**src/rtl/tmds_pkg.sv**
```systemverilog
// Shared TMDS types and control tokens used by the channel encoder stages.
package tmds_pkg;

  typedef logic [9:0] tmds_sym_t;
  typedef logic [8:0] q_m_t;

  localparam tmds_sym_t CTRL_TOKEN_00 = 10'h354;
  localparam tmds_sym_t CTRL_TOKEN_01 = 10'h0AB;
  localparam tmds_sym_t CTRL_TOKEN_10 = 10'h154;
  localparam tmds_sym_t CTRL_TOKEN_11 = 10'h2AB;

  // Map the blanking-period control bits {c1,c0} to their 10-bit token.
  function automatic tmds_sym_t ctrl_token(input logic [1:0] ctrl);
    tmds_sym_t tok;
    unique case (ctrl)
      2'b00:   tok = CTRL_TOKEN_00;
      2'b01:   tok = CTRL_TOKEN_01;
      2'b10:   tok = CTRL_TOKEN_10;
      default: tok = CTRL_TOKEN_11;
    endcase
    return tok;
  endfunction

endpackage

```
**src/rtl/tmds_ones_count.sv**
```systemverilog
// Combinational population count of an 8-bit word (0..8).
module tmds_ones_count (
  input  logic [7:0] data_i,
  output logic [3:0] count_c_o
);

  always_comb begin
    count_c_o = 4'd0;
    for (int i = 0; i < 8; i++) begin
      count_c_o = count_c_o + 4'(data_i[i]);
    end
  end

endmodule

```
**src/rtl/tmds_dc_balance.sv**
```systemverilog
// TMDS DC-balance stage: conditional inversion driven by a running disparity
// counter, control tokens during blanking, one registered symbol per clock.
module tmds_dc_balance
  import tmds_pkg::*;
#(
  parameter int unsigned CNT_W = 5
) (
  input  logic             clk_in,
  input  logic             rst_n_in,
  input  logic [8:0]       q_m_in,
  input  logic             ve_in,
  input  logic [1:0]       ctrl_in,
  output logic [9:0]       tmds_out,
  output logic [CNT_W-1:0] disparity_out
);

  localparam logic signed [CNT_W-1:0] TWO = CNT_W'(2);

  logic [3:0]              n1;
  logic signed [CNT_W-1:0] n1_s;
  logic signed [CNT_W-1:0] n0_s;
  logic signed [CNT_W-1:0] cnt_q;
  logic signed [CNT_W-1:0] cnt_d;
  tmds_sym_t               tmds_q;
  tmds_sym_t               tmds_d;
  logic                    q8;
  logic [7:0]              data;
  logic                    cnt_zero;
  logic                    cnt_neg;
  logic                    cnt_pos;
  logic                    ones_more;
  logic                    zeros_more;
  logic                    even;

  tmds_ones_count u_ones (
    .data_i    (q_m_in[7:0]),
    .count_c_o (n1)
  );

  // Operand decode: signed ones/zeros counts and the counter's sign.
  always_comb begin
    q8         = q_m_in[8];
    data       = q_m_in[7:0];
    n1_s       = $signed(CNT_W'(n1));
    n0_s       = $signed(CNT_W'(4'd8 - n1));
    cnt_zero   = (cnt_q == '0);
    cnt_neg    = cnt_q[CNT_W-1];
    cnt_pos    = !cnt_neg && !cnt_zero;
    ones_more  = (n1 > 4'd4);
    zeros_more = (n1 < 4'd4);
    even       = (n1 == 4'd4);
  end

  // Branch priority: control, balanced, invert, pass-through.
  always_comb begin
    tmds_d = tmds_q;
    cnt_d  = cnt_q;
    if (!ve_in) begin
      tmds_d = ctrl_token(ctrl_in);
      cnt_d  = '0;
    end else if (cnt_zero || even) begin
      tmds_d = {~q8, q8, (q8 ? data : ~data)};
      cnt_d  = q8 ? (cnt_q + n1_s - n0_s) : (cnt_q + n0_s - n1_s);
    end else if ((cnt_pos && ones_more) || (cnt_neg && zeros_more)) begin
      tmds_d = {1'b1, q8, ~data};
      cnt_d  = cnt_q + (q8 ? TWO : '0) + n0_s - n1_s;
    end else begin
      tmds_d = {1'b0, q8, data};
      cnt_d  = cnt_q - (q8 ? '0 : TWO) + n1_s - n0_s;
    end
  end

  always_ff @(posedge clk_in or negedge rst_n_in) begin
    if (!rst_n_in) begin
      tmds_q <= '0;
      cnt_q  <= '0;
    end else begin
      tmds_q <= tmds_d;
      cnt_q  <= cnt_d;
    end
  end

  assign tmds_out      = tmds_q;
  assign disparity_out = $unsigned(cnt_q);

endmodule

```
**config.mk**
```make
export PLATFORM = sky130hd
export DESIGN_NAME = tmds_dc_balance
export DESIGN_NICKNAME = d
export VERILOG_FILES = /design/src/rtl/tmds_pkg.sv /design/src/rtl/tmds_ones_count.sv /design/src/rtl/tmds_dc_balance.sv
export SDC_FILE = /design/constraint.sdc
export NUM_CORES = 1
export LEC_CHECK = 0
export CORE_MARGIN = 1.5
export CORE_UTILIZATION = 50
export CTS_CLUSTER_DIAMETER = 120
export DETAILED_ROUTE_END_ITERATION = 8
export HOLD_SLACK_MARGIN = 0.08
export PLACE_DENSITY = 0.74
export SETUP_SLACK_MARGIN = 0.15
export SLEW_MARGIN = 25
export SYNTH_ARGS = -nofsm -noshare
export SYNTH_HDL_FRONTEND = slang
export SYNTH_SLANG_ARGS = --single-unit
```
**constraint.sdc**
```tcl
create_clock -name clk_in -period 3.2 [get_ports clk_in]
set_input_delay 0.64 -clock clk_in [delete_from_list [all_inputs] [get_ports clk_in]]
set_output_delay 0.64 -clock clk_in [all_outputs]
set_load 0.01 [all_outputs]
```
==> flow_metrics.tcl, run 1 <==
set metrics [dict create \
    drtIter0Drc 51 \
    path_class "input pin to flop" \
    yosys_most_used_dff "dfrtp_1" \
    fin_ws_ns -1.93 \
    fp-row-count 23 \
    hpwl_um 3880 \
    numClockSinks 15 \
    cts_buffer_depth 2 \
    crit_path_end_kind "flop" \
    ant_nets 0 \
    syn_inst 220 \
    final_core_util 0.763 \
    cts_made_buffers 3 \
    final_nets 346 \
    grt_pass1_wl_um 8270 \
    wl_um 5150 \
    slew_headroom 0.518 \
    start_util 0.514 \
    ys_types 42 \
    postCtsHoldBufs 0 \
    ys_seq_elements 15 \
    grt-ovfl-total 0 \
    crit_path_start_kind "input pin" \
    clk_latency_ns 0.25 \
    htree_levels 1 \
    core_area_mm2 0.00397 \
    grt_max_degree 19 \
    maxClockFrequency_mhz 195 \
    tns_ns -15.72 \
    syn_avg_cell_area_um2 9.28 \
    final.period_utilization 1.60 \
    n_antenna_cell 0 \
    antenna_found_initial 0 \
    final_max_slew_viol_count 0 \
    worst-slew-pin-transition_ns 0.720 \
    drt-wirelength-per-cell_um 15.0 \
    postSynthNetCount 272 \
    syn_area_mm2 0.00204 \
    min_path_type "flop to flop" \
    status "complete, but fails checks" \
    ys.warnings.count 0 \
    dieArea_mm2 0.00448 \
    critPathMaxFanout 4 \
    cts_tree "yes" \
    min_from "disparity_out[0]" \
    period_minus_slack_ns 5.13 \
    grt_pass1_vias 1797 \
    gp_congestion 0.834 \
    dr.pass1.iters 4 \
    yosysSeqAreaShare 0.184 \
    finalHoldViolations 0 \
    dieWidth_um 66.9 \
    die_y_um 66.9 \
    worstPathRequired_ns 3.37 \
    r2r_start "disparity_out[1]" \
    grt_usage 0.246 \
    portBuffers 28 \
    violations "negative setup slack" \
    maxCapViolCount 0 \
    pin_count 29 \
    postSynth.asyncResetShare 1.00 \
    clockRootBuffer "clkbuf_8" \
    drive_gt1_frac 0.338 \
    setup_viol 14 \
    rsz0062_at_grt "yes" \
    area_growth_pct 48.3 \
    viasPerCell 5.31 \
    via_count 1822 \
    cts.clk_slew.worst_paths_ns 0.07 \
    startpoint "q_m_in[1]" \
    crit_arrival_ns 5.29 \
    drc 0 \
    synth_edf_count 0 \
    skew_ns 0.00358 \
]
logic make-up after synthesis:
group / share of synthesized area
XOR/XNOR: 0.156
multiplexers: 0.0245
AO/OA/AOI/OAI: 0.175
AND/OR/NAND/NOR: 0.0846
buffers and inverters: 0.0956
flip-flops: 0.184
adder cells (fa/ha/maj): 0.281
cell usage after synthesis (3+ instances only):
library cell	number	area, um2
buf_6	3	33.8
nand2_1	7	26.3
fa_1	13	260
inv_1	36	135
dfrtp_1	15	375
xnor2_1	21	184
a21oi_1	13	65.1
o21ai_0	8	40.0
mux2i_1	5	50.1
xor2_1	7	61.3
nor2_1	9	33.8
ha_1	25	313
a21o_1	13	97.6
nor3_1	3	15.0
nand3_1	4	20.0
clkbuf_1	5	18.8
per-layer routing:
metal | up-vias | track usage | wire [um]
li1 | 885 | - | -
met3 | 10 | 0.0372 | 237
met2 | 48 | 0.424 | 2650
met5 | - | 0 | 0
met1 | 879 | 0.316 | 2190
met4 | 0 | 0.0714 | 76
metrics by stage:
step	area, um2	setup WS [ns]	hold WS, ns	std cells
2_1_floorplan	2170	-2.16	0.344	220
3_3_place_gp	2780	-2.61	0.627	332
3_5_place_dp	2780	-2.66	0.628	332
4_1_cts	2930	-1.97	0.648	340
5_1_grt	3030	-2.09	0.736	343
6_report	3030	-1.93	0.654	343
flip-flops by register name, summed over array words and instances, names as in the netlist:
name and count:
disparity_out 5, tmds_out 10
layout by cell type, fill, tap and decap left out, types with 2 or more instances in the layout:
| cell type | netlist | final |
|---|---|---|
| a31oi_1 | 2 | 2 |
| inv_2 | 1 | 6 |
| a211oi_1 | 2 | 2 |
| fa_2 | 0 | 5 |
| a21o_1 | 13 | 13 |
| buf_4 | 0 | 46 |
| dfrtp_1 | 15 | 15 |
| dlygate4sd2_1 | 0 | 2 |
| xnor2_2 | 0 | 9 |
| clkdlybuf4s50_1 | 0 | 24 |
| xnor3_1 | 2 | 2 |
| a21oi_1 | 13 | 7 |
| nor2_1 | 9 | 8 |
| a21oi_2 | 0 | 6 |
| inv_1 | 36 | 31 |
| xnor2_1 | 21 | 12 |
| buf_8 | 0 | 3 |
| nand2_1 | 7 | 6 |
| ha_4 | 0 | 6 |
| ha_1 | 25 | 19 |
| o22ai_1 | 2 | 2 |
| o21ai_1 | 1 | 2 |
| nor3_1 | 3 | 3 |
| clkbuf_8 | 0 | 3 |
| o21bai_1 | 2 | 2 |
| mux2i_1 | 5 | 5 |
| xor2_1 | 7 | 6 |
| o21ai_0 | 8 | 6 |
| fa_1 | 13 | 8 |
| nand3_1 | 4 | 4 |
what timing repair did:
action / in CTS / in global routing
gates cloned: 1 / 0
gates resized for setup: 29 / 15
setup buffers: 3 / 3
pin swaps: 14 / 12
endpoints found under the setup margin: 14 / 14
final timing paths:
check,to,slack [ns],depth (start not counted)
max in group asynchronous,disparity_out[1],1.93,1
setup reg to reg,disparity_out[4],0.49,9
setup / recovery,disparity_out[4],-1.93,19
min in group asynchronous,tmds_out[6],0.82,1
hold / removal,disparity_out[0],0.65,2
hold reg to reg,disparity_out[0],0.65,2
final cells by class:
class,instances,area [um2]
multi-input combinational,159,1700
timing repair buffer,78,707
fill,281,942
clock buffer,4,45.0
tap,50,62.6
sequential,15,375
inverter,37,139
critical path, cell delays in order:
cell	delay, ns
buf_8	0.10
ha_4	0.25
inv_2	0.03
fa_1	0.44
fa_1	0.51
inv_2	0.04
fa_2	0.36
inv_2	0.07
fa_2	0.47
buf_4	0.17
fa_1	0.48
fa_2	0.53
ha_4	0.19
a21o_1	0.18
a21oi_2	0.14
xor2_1	0.18
xnor2_1	0.15
mux2i_1	0.11
nor4b_2	0.25
Power of run 1 is left out: the tool's default activity adds up to more than one toggle a clock period on the data nets, which glitch-free logic cannot reach.
==> run 2, diff against run 1 <==
- CAP_MARGIN: default -> 20
- clock period: 3.2 -> 6.08 ns (I/O delays scaled with it)
==> run 2 against run 1 <==
  * The run now ends clean
  * Via count is 5.9% lower
  * Register-to-register slack gained 2.7 ns
  * Final area is 9.3% lower
  * Global-route usage is 1.6 points lower
  * Utilization fell by 7.1 points
  * Sequential cell count stayed put
  * First-iteration DRC count up 16%
  * Critical endpoint unchanged
==> flow_metrics.tcl, run 2 (synthesis gave the netlist of run 1 again) <==
set metrics [dict create \
    status "finished clean" \
    final_cell_area_mm2 0.00275 \
    antenna_found_initial 0 \
    wl_um 4820 \
    slew_headroom 0.506 \
    final_max_slew_viol_count 0 \
    finalHoldViolations 0 \
    drt-wirelength-per-cell_um 14.6 \
    clockRootBuffer "clkbuf_8" \
    cts.clk_slew.worst_paths_ns 0.06 \
    critPathMaxFanout 3 \
    rsz0062_at_grt "yes" \
    maxCapViolCount 0 \
    dieWidth_um 66.9 \
    drive_gt1_frac 0.237 \
    clk_latency_ns 0.25 \
    numClockSinks 15 \
    grt_pass1_vias 1697 \
    dr.pass1.iters 6 \
    grt_max_degree 19 \
    period_minus_slack_ns 5.81 \
    crit_path_end_kind "flop" \
    dpl_cell_area_mm2 0.00261 \
    crit_arrival_ns 5.96 \
    path_class "input pin to flop" \
    grt_usage 0.230 \
    mostFrequentLayoutCells "34 x buf_4, 32 x inv_1, 24 x clkdlybuf4s50_1" \
    dieArea_mm2 0.00448 \
    start_util 0.514 \
    portBuffers 28 \
    core_area_mm2 0.00397 \
    fp-row-count 23 \
    pin_count 29 \
    hpwl_um 3760 \
    critical_path.cell_chain "clkbuf_2, ha_4, inv_2, fa_1, fa_1, inv_2, fa_2, inv_2, fa_2, buf_6, fa_1, fa_2, ha_4, a21o_1, a21oi_2, xor2_1, xnor2_1, mux2i_1, nor4b_2" \
    largest_register_ffs 10 \
    die_y_um 66.9 \
    worstPathRequired_ns 6.24 \
    final_common_cell "buf_4" \
    n_antenna_cell 0 \
    max_stage_delay_ns 0.56 \
    htree_levels 1 \
    via_count 1715 \
    cts_tree "yes" \
    crit_path_top_delay_cell "fa_1" \
    dpl_worst_slack_ns -0.471 \
    final.period_utilization 0.955 \
    skew_ns 0.00313 \
    fin_ws_ns 0.274 \
    maxClockFrequency_mhz 172 \
    cts_made_buffers 3 \
    grt_pass1_wl_um 7730 \
    drc 0 \
    worst-slew-pin-transition_ns 0.739 \
    setup_viol 0 \
    min_path_type "flop to flop" \
    crit_path_start_kind "input pin" \
    final_nets 332 \
    gp_congestion 0.852 \
    ant_nets 0 \
    area_growth_pct 34.6 \
    cts_buffer_depth 2 \
    drtIter0Drc 59 \
    viasPerCell 5.21 \
    grt-ovfl-total 0 \
]
[run 2: cell types whose count changed in the layout (fill, tap and decap cells not counted), moves of 3 or more]
cell / before / now
xnor2_1: 12 / 21
xnor2_2: 9 / 0
a21oi_1: 7 / 11
a21oi_2: 6 / 2
buf_4: 46 / 34
buf_8: 3 / 0
[run 2: path summary, 6_finish.rpt]
path	from	depth (start not counted)	endpoint	slack, ns
max	q_m_in[1]	19	disparity_out[4]	0.27
min	disparity_out[0]	2	disparity_out[0]	0.67
max reg2reg	disparity_out[1]	9	disparity_out[4]	3.22
min reg2reg	disparity_out[0]	2	disparity_out[0]	0.67
max in group asynchronous	rst_n_in	1	disparity_out[3]	4.21
min in group asynchronous	rst_n_in	1	tmds_out[0]	1.40
[run 2: critical path: cells and delay by family]
| kind | cells | cell delay (ns) |
|---|---|---|
| AOI/OAI and AO/OA | 2 | 0.30 |
| xor gates and xnor gates | 2 | 0.35 |
| adders and majority gates | 8 | 3.31 |
| buffers and inverters | 5 | 0.40 |
| muxes | 1 | 0.12 |
| and+or+nand+nor | 1 | 0.25 |
[run 2: final cells by class]
type,instances,area (um2)
clock buffers,4,45.0
fillers,323,1220
inverters,37,139
multi-input cells,159,1570
flip-flops and latches,15,375
well taps,50,62.6
repair buffers,64,553
[run 2: layer usage]
| layer | share of wire | track usage | up-vias |
|---|---|---|---|
| met5 | 0 | 0 | - |
| met4 | 0.0093 | 0.0536 | 0 |
| met3 | 0.035 | 0.0236 | 4 |
| met2 | 0.50 | 0.411 | 42 |
| met1 | 0.45 | 0.295 | 819 |
| li1 | - | - | 850 |
[run 2: timing repair]
action	4_1_cts	5_1_grt
endpoints found under the hold margin	0	0
cloned	0	0
setup endpoints to repair	2	2
pin swaps	9	18
resized for setup	5	15
hold buffers	0	0
buffers inserted	3	2
[run 2: through the flow]
stage                     std cells  hold WS (ns)   util  setup TNS, ns
after floorplan                 220         0.655      -              0
after global placement          320         0.655  0.657         -0.575
after detailed placement        320         0.655  0.657         -0.900
after CTS                       327         0.671  0.678              0
after global routing            329         0.754  0.692              0
final                           329         0.673  0.692              0
Power of run 2 is left out for the same reason.
==> run 3, diff against run 2 <==
- clock period: 6.08 -> 5.9 ns (I/O delays scaled with it)
==> run 3 against run 2 <==
  * Sequential share of layout area increased by 0.11 points
  * First-iteration DRC count up 80%
  * Critical path depth rose by 3
  * Worst hold slack improved by 0.011 ns
  * Routed wire length is 4.0% lower
  * Cell count did not move
  * Utilization fell by 0.57 points
  * Global-route usage fell by 0.33 points
  * Non-clock buffer count stayed put
  * Final area shrank 0.82%
  * Register-to-register slack got worse by 0.33 ns
  * Clock skew is 0.0036 ns higher
  * Critical path type unchanged
  * Critical endpoint unchanged
  * Highest routed layer is now met3
==> flow_metrics.tcl, run 3 (synthesis gave the netlist of run 1 again) <==
set metrics [dict create \
    status "finished clean" \
    critical_path_depth 22 \
    startpoint "q_m_in[1]" \
    max_stage_delay_ns 0.51 \
    r2r_end "disparity_out[4]" \
    final_common_cell "buf_4" \
    final_max_slew_viol_count 0 \
    grt-ovfl-total 0 \
    clk_latency_ns 0.25 \
    mostFrequentLayoutCells "36 x buf_4, 32 x inv_1, 24 x clkdlybuf4s50_1" \
    start_util 0.514 \
    wl_um 4620 \
    rsz0062_at_grt "yes" \
    htree_levels 1 \
    critPathMaxFanout 10 \
    dieWidth_um 66.9 \
    rrSetupSlack_ns 2.89 \
    crit_arrival_ns 5.88 \
    fp-row-count 23 \
    critical_path.cell_chain "buf_2, ha_4, inv_2, fa_1, fa_1, inv_2, fa_2, inv_2, fa_2, ha_4, buf_4, buf_4, buf_4, nor2_1, a21oi_1, ha_1, ha_1, a21oi_1, xor2_1, xnor2_1, mux2i_1, nor4b_2" \
    via_count 1674 \
    skew_ns 0.00668 \
    grt_pass1_vias 1620 \
    maxClockFrequency_mhz 175 \
    n_antenna_cell 0 \
    grt_max_degree 19 \
    final.period_utilization 0.970 \
    area_growth_pct 33.5 \
    clockRootBuffer "clkbuf_8" \
    endpoint "disparity_out[4]" \
    pin_count 29 \
    dr.pass1.iters 4 \
    drc 0 \
    numClockSinks 15 \
    cts_buffer_depth 2 \
    drive_gt1_frac 0.229 \
    gp_congestion 0.864 \
    core_area_mm2 0.00397 \
    min_path_type "flop to flop" \
    crit_path_start_kind "input pin" \
    finalHoldViolations 0 \
    fin_ws_ns 0.178 \
    cts.clk_slew.worst_paths_ns 0.07 \
    crit_path_top_delay_cell "fa_1" \
    maxCapViolCount 0 \
    rr_worst_depth 9 \
    period_minus_slack_ns 5.72 \
    portBuffers 28 \
    path_class "input pin to flop" \
    final_nets 332 \
    antenna_found_initial 0 \
    largest_register_ffs 10 \
    path_buf_inv 7 \
    worst-slew-pin-transition_ns 0.743 \
    dieArea_mm2 0.00448 \
    cts_made_buffers 3 \
    drt-wirelength-per-cell_um 14.1 \
    hpwl_um 3630 \
    grt_usage 0.226 \
    dpl_worst_slack_ns -0.573 \
    cts_tree "yes" \
    worstPathRequired_ns 6.06 \
    ant_nets 0 \
    worst_path_dominant_cell_family "adder cells" \
    slew_headroom 0.503 \
    grt_pass1_wl_um 7600 \
    r2r_start "disparity_out[1]" \
    viasPerCell 5.09 \
    die_y_um 66.9 \
    setup_viol 0 \
    drtIter0Drc 106 \
    crit_path_end_kind "flop" \
]
==> run 3: cell count changes in the layout (fill, tap and decap cells not counted), moves of 2 or more <==
| cell | before | now |
|---|---|---|
| dlygate4sd2_1 | 0 | 2 |
| buf_6 | 2 | 0 |
| dlymetal6s2s_1 | 2 | 0 |
| buf_2 | 0 | 2 |
| buf_4 | 34 | 36 |
| clkbuf_2 | 2 | 0 |
==> run 3: stage by stage <==
stage	cell area, um2	cells	setup TNS (ns)	hold slack (ns)	utilization
finish	2730	329	0	0.684	0.687
global route	2730	329	0	0.721	0.687
CTS	2690	327	0	0.694	0.678
detailed placement	2610	320	-1.30	0.680	0.657
global placement	2610	320	-1.04	0.655	0.657
floorplan	2100	220	-0.000234	0.655	-
==> run 3: worst min-delay path, delay by kind of cell (launching register included) <==
family,cells,cell delay (ns)
DFF,1,0.41
AOI/OAI and AO/OA,2,0.23
==> run 3: layout make-up <==
class                      instances  area [um2]
inverter                          37         139
sequential                        15         375
clock buffer                       4        45.0
multi-input combinational        159        1570
timing repair buffer              64         538
fill                             318        1240
tap                               50        62.6
==> run 3: what timing repair did <==
| item | CTS | global route |
|---|---|---|
| setup endpoints to repair | 3 | 2 |
| hold buffers | 0 | 0 |
| buffers inserted | 3 | 2 |
| pin swaps | 12 | 10 |
| gates resized for setup | 14 | 5 |
==> run 3: how the worst min path moves through the flow <==
| stage | slack (ns) | from | to | cells past startpoint |
|---|---|---|---|---|
| 2_1_floorplan | 0.65 | disparity_out[0] | disparity_out[0] | 2 |
| 3_3_place_gp | 0.66 | disparity_out[0] | disparity_out[0] | 2 |
| 3_5_place_dp | 0.68 | disparity_out[0] | disparity_out[0] | 2 |
| 4_1_cts | 0.69 | disparity_out[0] | disparity_out[0] | 2 |
| 5_1_grt | 0.72 | disparity_out[0] | disparity_out[0] | 2 |
| 6_report | 0.68 | disparity_out[0] | disparity_out[0] | 2 |
==> run 3: per-layer routing <==
metal,part of all wire,up-vias,global-route usage
met5,0,-,0
met4,0,0,0.0306
met3,0.032,0,0.0220
met2,0.50,30,0.401
met1,0.47,789,0.305
li1,-,855,-
Power of run 3 is left out for the same reason.
